### config.mk
export PLATFORM = sky130hd
export DESIGN_NAME = dct_mac_acc
export DESIGN_NICKNAME = d
export VERILOG_FILES = /design/src/rtl/dct_mac_acc.sv
export SDC_FILE = /design/constraint.sdc
export NUM_CORES = 1
export LEC_CHECK = 0
export CAP_MARGIN = 20
export CELL_PAD_IN_SITES_DETAIL_PLACEMENT = 1
export CELL_PAD_IN_SITES_GLOBAL_PLACEMENT = 1
export CORE_ASPECT_RATIO = 1.2
export CORE_MARGIN = 2
export CORE_UTILIZATION = 27
export DETAILED_ROUTE_END_ITERATION = 6
export GPL_TIMING_DRIVEN = 0
export HOLD_SLACK_MARGIN = 0.1
export PLACE_DENSITY = 0.54
export SYNTH_ARGS = -nofsm -noshare
export SYNTH_HDL_FRONTEND = slang
export SYNTH_SLANG_ARGS = --single-unit
### constraint.sdc
create_clock -name clk -period 11.7 [get_ports clk]
set_input_delay 3.51 -clock clk [delete_from_list [all_inputs] [get_ports clk]]
set_output_delay 3.51 -clock clk [all_outputs]
set_load 0.005 [all_outputs]
### src/rtl/dct_mac_acc.sv
// dct_mac_acc - pipelined signed multiply-accumulate for one DCT coefficient lane.
//
// Sums every group of TERMS din*coef products, scales the sum by FRAC bits to
// OUT_W bits and holds it in a valid/ready output register with full
// backpressure. Consecutive blocks stream with no bubble.
//
// Optional feature: define DCT_MAC_ROUND_EN to round half-up and saturate the
// scaled result. Without it the result is truncated (toward -inf) and wraps.
//
// Ports:
//   clk, rst            clock (rising edge), synchronous active-high reset
//   in_valid/in_ready   input handshake for one din/coef pair
//   din, coef           signed sample and coefficient
//   out_valid/out_ready output handshake for one scaled sum
//   result              signed scaled sum (held while out_valid && !out_ready)
//   busy                registered: partial block counted or product stage occupied
module dct_mac_acc #(
    parameter int DATA_W = 8,
    parameter int COEF_W = 12,
    parameter int TERMS  = 8,
    parameter int ACC_W  = 24,
    parameter int FRAC   = 8,
    parameter int OUT_W  = 12
) (
    input  logic                     clk,
    input  logic                     rst,
    input  logic                     in_valid,
    output logic                     in_ready,
    input  logic signed [DATA_W-1:0] din,
    input  logic signed [COEF_W-1:0] coef,
    output logic                     out_valid,
    input  logic                     out_ready,
    output logic signed [OUT_W-1:0]  result,
    output logic                     busy
);

    localparam int PROD_W = DATA_W + COEF_W;
    localparam int CNT_W  = $clog2(TERMS);

    logic [CNT_W-1:0]        tcnt_q, tcnt_d;
    logic                    p_valid_q, p_valid_d;
    logic                    p_first_q, p_first_d;
    logic                    p_last_q, p_last_d;
    logic signed [ACC_W-1:0] p_q, p_d;
    logic signed [ACC_W-1:0] acc_q, acc_d;
    logic                    out_valid_q, out_valid_d;
    logic signed [OUT_W-1:0] result_q, result_d;
    logic                    busy_q, busy_d;

    logic                    en, accept, load;
    logic signed [PROD_W-1:0] prod;
    logic signed [ACC_W-1:0] sum;
    logic signed [OUT_W-1:0] scaled;

`ifdef DCT_MAC_ROUND_EN
    // One extra bit so adding the half-LSB cannot overflow before the shift.
    localparam logic signed [ACC_W:0] HALF    = (ACC_W+1)'(2 ** (FRAC - 1));
    localparam logic signed [ACC_W:0] SAT_MAX = (ACC_W+1)'((2 ** (OUT_W - 1)) - 1);
    localparam logic signed [ACC_W:0] SAT_MIN = ~SAT_MAX;

    logic signed [ACC_W:0] rnd;
    logic signed [ACC_W:0] rsh;

    always_comb begin
        rnd = {sum[ACC_W-1], sum} + HALF;
        rsh = rnd >>> FRAC;
        if (rsh > SAT_MAX) begin
            scaled = SAT_MAX[OUT_W-1:0];
        end else if (rsh < SAT_MIN) begin
            scaled = SAT_MIN[OUT_W-1:0];
        end else begin
            scaled = OUT_W'(rsh);
        end
    end
`else
    always_comb begin
        scaled = OUT_W'(sum >>> FRAC);
    end
`endif

    always_comb begin
        en     = !out_valid_q || out_ready;
        accept = in_valid && en;
        prod   = din * coef;

        // Stage 0/1: count accepted pairs and register the product with its tags.
        tcnt_d    = tcnt_q;
        p_valid_d = p_valid_q;
        p_first_d = p_first_q;
        p_last_d  = p_last_q;
        p_d       = p_q;
        if (en) begin
            p_valid_d = accept;
            p_first_d = (tcnt_q == '0);
            p_last_d  = (tcnt_q == CNT_W'(TERMS - 1));
            p_d       = {{(ACC_W-PROD_W){prod[PROD_W-1]}}, prod};
            if (accept) begin
                tcnt_d = (tcnt_q == CNT_W'(TERMS - 1)) ? '0 : tcnt_q + CNT_W'(1);
            end
        end

        // Stage 2: a first term restarts the sum, so the running total and the
        // completed block sum are the same expression.
        sum  = p_first_q ? p_q : acc_q + p_q;
        load = en && p_valid_q && p_last_q;

        acc_d = acc_q;
        if (en && p_valid_q) begin
            acc_d = sum;
        end

        result_d    = load ? scaled : result_q;
        out_valid_d = load || (out_valid_q && !out_ready);
        busy_d      = (tcnt_d != '0) || p_valid_d;
    end

    always_ff @(posedge clk) begin
        if (rst) begin
            tcnt_q      <= '0;
            p_valid_q   <= 1'b0;
            p_first_q   <= 1'b0;
            p_last_q    <= 1'b0;
            p_q         <= '0;
            acc_q       <= '0;
            out_valid_q <= 1'b0;
            result_q    <= '0;
            busy_q      <= 1'b0;
        end else begin
            tcnt_q      <= tcnt_d;
            p_valid_q   <= p_valid_d;
            p_first_q   <= p_first_d;
            p_last_q    <= p_last_d;
            p_q         <= p_d;
            acc_q       <= acc_d;
            out_valid_q <= out_valid_d;
            result_q    <= result_d;
            busy_q      <= busy_d;
        end
    end

    assign in_ready  = en;
    assign out_valid = out_valid_q;
    assign result    = result_q;
    assign busy      = busy_q;

endmodule

# ---- Word-level counts from Yosys, hierarchy flattened
# Index checks and enable logic that the tools add are counted.
dict set report totals {
  regBits 64
  out_inout_bits 15
  input_bits 24
}
dict set report op_classes {
  mux 5
  reduce_logical 11
  n_eq_ne 1
  addsub 2
  multipliers 1
}
# op n
set op_table {}
lappend op_table {{adder 24 x 20 -> 24 bit} 1}
lappend op_table {{2-to-1 mux 24 bit} 1}
lappend op_table {{multiplier 8 x 12 -> 20 bit} 1}
lappend op_table {{2-to-1 mux 3 bit} 3}
lappend op_table {{logical AND 1 bit} 4}
lappend op_table {{adder 3 x 1 -> 3 bit (second input constant)} 1}
lappend op_table {{equality test 3 bit (second input constant)} 1}
lappend op_table {{zero test 3 bit} 1}
lappend op_table {{logical OR 1 bit} 3}
lappend op_table {{nonzero test 3 bit} 1}
lappend op_table {{zero test 1 bit} 2}
lappend op_table {{2-to-1 mux 1 bit} 1}

# ---- Logic depth before layout (Yosys ltp)
dict set report logic_depth {
  word_depth 7
  ltp_mapped 17
  depth_no_buf 17
}

# ---- Worst setup path before layout
# Ideal clock, no wire load.
dict set report synth_path {
  path_kind {in2out}
  start {input port out_ready}
  end {output port in_ready}
  path_stages 5
  t_required_ns 8.190
  setup_slack_ns 3.905
  t_arrival_ns 4.285
  path_cell_list {nor2b_1 clkbuf_1 inv_1 clkbuf_1 buf_1}
}
dict set report synth_via {
  elab_chain_cells 1
}
# item line
set synth_rtl {}
lappend synth_rtl {{from (decl)} 32} ;# input logic out_ready,
lappend synth_rtl {{logical OR 1 bit} 82} ;# en = !out_valid_q || out_ready;
lappend synth_rtl {{to (decl)} 28} ;# output logic in_ready,
# No other way between the ends.

# ---- Worst setup path in the final report
# Ends and elaborated chain as after synthesis.

==> flow_metrics.env <==
export IMPL_status="completed"
export IMPL_antenna_found_initial=0
export IMPL_seq_area_sq_mm=0.00120
export IMPL_crit_arrival_ns=5.79
export IMPL_slew_headroom=0.481
export IMPL_timing_hold_violations_final=0
export IMPL_synth_edf_count=0
export IMPL_antenna_cells=0
export IMPL_syn_nets=1020
export IMPL_comb_power_share=0.626
export IMPL_drv_slew=0
export IMPL_whs_path_depth=2
export IMPL_ys_types=66
export IMPL_p_leak_nw=3.57
export IMPL_synthesis_area_sq_mm=0.00716
export IMPL_die_area_sq_mm=0.0279
export IMPL_die_width_um=153
export IMPL_min_to="acc_q[7]"
export IMPL_clk_pin_slew_ns=0.06
export IMPL_syn_to_final_growth_pct=15.7
export IMPL_drive_above_1_share=0.0461
export IMPL_synth_warnings=0
export IMPL_intPower_mw=0.847
export IMPL_ys_ff_latch=60
export IMPL_io_buffers=38
export IMPL_final_cells=1246
export IMPL_reg2reg_from="p_q[0]"
export IMPL_multi_input_area_sq_mm=0.00529
export IMPL_worst_pin_slew_ns=0.778
export IMPL_crit_fanout=10
export IMPL_synthArstFlopShare=0
export IMPL_yosysTopAreaCellShare=0.224
export IMPL_worstHoldStart="acc_q[7]"
export IMPL_htreeDepth=3
export IMPL_grt_setup_unrepaired="no"
export IMPL_avgSynthCellArea_sq_um=8.36
export IMPL_r2r_slack_ns=8.69
export IMPL_cts_setup_buffers=0
export IMPL_dp_cells=1230
export IMPL_sequentialPowerShare=0.180
export IMPL_numCtsBuffers=9
export IMPL_crit_path_start="out_ready"
export IMPL_yosysMostFrequentCell="inv_1"
export IMPL_critPathLaunchType="input port"
export IMPL_synth_seq_area_share=0.168
export IMPL_maxCapViolCount=0
export IMPL_p_per_area_mw_per_mm2=183
export IMPL_worstSkewPairLatency_ns=0.34
export IMPL_grt_pass1_wl_mm=34.9
export IMPL_cts_resized=0
export IMPL_synthFlopType="dfxtp_1"
export IMPL_drt_total_wl_mm=20.6
export IMPL_switching_share=0.442
export IMPL_drt_iter0_markers=143
export IMPL_crit_required_ns=8.19
export IMPL_max_freq_mhz=108
export IMPL_grt_max_degree=12
export IMPL_cts_tree="yes"
export IMPL_r2r_cells=9
export IMPL_power_frac_clock=0.195
export IMPL_detail_route_antenna_nets=0
export IMPL_num_io_pins=39
export IMPL_fin_crit_ns=9.30
export IMPL_p_sw_mw=0.672
export IMPL_rows=65
export IMPL_root_buffer="clkbuf_16"
export IMPL_tns_ns=0
export IMPL_grt_pass1_vias=6496
export IMPL_synth_top_area_cell="fa_1"
export IMPL_drc=0
export IMPL_nNetsFinal=1069
export IMPL_fillers=3208
export IMPL_vias=5983
export IMPL_synthCells=857
export IMPL_fin_skew_ns=0.00527
export IMPL_holdWs_ns=0.467
export IMPL_fin_crit_sh=0.795
export IMPL_wl_per_cell_um=16.5
export IMPL_clockBufferDepth=2
export IMPL_gp_congestion=0.838
export IMPL_hold_class="flop to flop"
export IMPL_vias_per_cell=4.80
export IMPL_r2r_end="result[8]"
export IMPL_synth_area_leaders="fa_1 (22%), dfxtp_1 (17%), ha_1 (10%)"
export IMPL_place_hpwl_mm=16.9
export IMPL_start_util=0.274
export IMPL_grt_usage=0.156
export IMPL_peakVddDrop_v=0.0000702
export IMPL_die_h_um=182
export IMPL_cts_hold_buf=0
export IMPL_worstSetupEndpointType="output port"
export IMPL_first_pass_iters=4
export IMPL_critPathKind="input port to output port"
export IMPL_synthTopCellsByCount="inv_1 (128), fa_1 (80), nand2_1 (77), and2_1 (67), dfxtp_1 (60)"
export IMPL_setup_viol=0
export IMPL_core_area_sq_mm=0.0262
export IMPL_cts_num_sinks=60
export IMPL_grt_remaining_overflow=0
[cells in the final DEF, fill, tap and decap left out, types with 5 or more instances in the layout]
cell	synthesis	layout
clkdlybuf4s50_1	0	38
nand3b_1	16	16
a21oi_1	46	46
dfxtp_1	60	60
o211ai_1	7	7
and2_1	67	67
inv_1	128	128
nand2b_1	9	9
o21ai_0	22	22
clkbuf_1	28	28
ha_1	59	59
nand3_1	11	11
a211oi_1	26	26
clkbuf_16	0	9
a311oi_1	9	9
xnor2_1	13	13
a21o_1	11	11
clkbuf_8	4	5
or3_1	8	8
a31oi_1	6	6
nor2_1	55	55
a211o_1	6	6
nand2_1	77	77
o21a_1	14	14
nor3_1	20	20
o31ai_1	6	6
fa_1	80	80
[area by class of cell]
class | count | area share
buffer | 36 | 0.0225
multi-input combinational | 632 | 0.638
timing repair buffer | 38 | 0.0459
inverter | 129 | 0.0584
clock buffer | 10 | 0.0288
tap | 335 | 0.0506
sequential | 60 | 0.145
clock inverter | 6 | 0.0104
[critical path: stages]
cell             delay (ns)
clkdlybuf4s50_1        0.46
nor2b_1                0.04
clkbuf_1               0.16
inv_1                  0.11
clkbuf_1               0.43
buf_1                  0.47
clkdlybuf4s50_1        0.60
[how the worst max path moves through the flow]
stage                    end  slack [ns]
floorplan           in_ready        3.90
global placement    in_ready        2.32
detailed placement  in_ready        2.33
CTS                 in_ready        2.32
global route        in_ready        2.21
finish              in_ready        2.40
[power groups by stage]
stage / Combinational, mW / Sequential (mW) / Clock [mW]
floorplan: 0.751 / 0.262 / 0
global placement: 0.949 / 0.276 / 0
detailed placement: 0.963 / 0.276 / 0
CTS: 0.971 / 0.272 / 0.307
global route: 1.11 / 0.277 / 0.312
finish: 0.950 / 0.273 / 0.296
[through the flow]
step                      utilization  instance area [sq um]  power [mW]  worst slack [ns]
after floorplan                     -                   7160        1.01              3.90
after global placement          0.304                   7960        1.23              2.32
after detailed placement        0.304                   7960        1.24              2.33
after CTS                       0.317                   8290        1.55              2.32
after global routing            0.317                   8290        1.70              2.21
final                           0.317                   8290        1.52              2.40
[flip-flops by register name, summed over array words and instances, names as in the netlist]
name and cells:
p_last_q 1, p_valid_q 1, out_valid 1, acc_q 20
p_q 20, result 12, busy 1, tcnt_q 3
p_first_q 1
[logic make-up (layout without fill, tap and decap cells)]
family	Yosys count	after routing	synth area share
fa+ha+maj	139	139	0.327
flops	60	60	0.168
simple gates	292	292	0.211
buf+inv	165	219	0.0936
compound gates	182	182	0.176
mux	4	4	0.00594
xor+xnor	15	15	0.0183
[metal layers]
| metal | wire length (um) | up-vias | track usage |
|---|---|---|---|
| met5 | 0 | - | 0 |
| met4 | 334 | 0 | 0.0456 |
| met3 | 332 | 17 | 0.0123 |
| met2 | 10700 | 68 | 0.294 |
| met1 | 9220 | 2932 | 0.189 |
| li1 | - | 2966 | - |
Note: power is estimated with default switching activity, not from simulation.
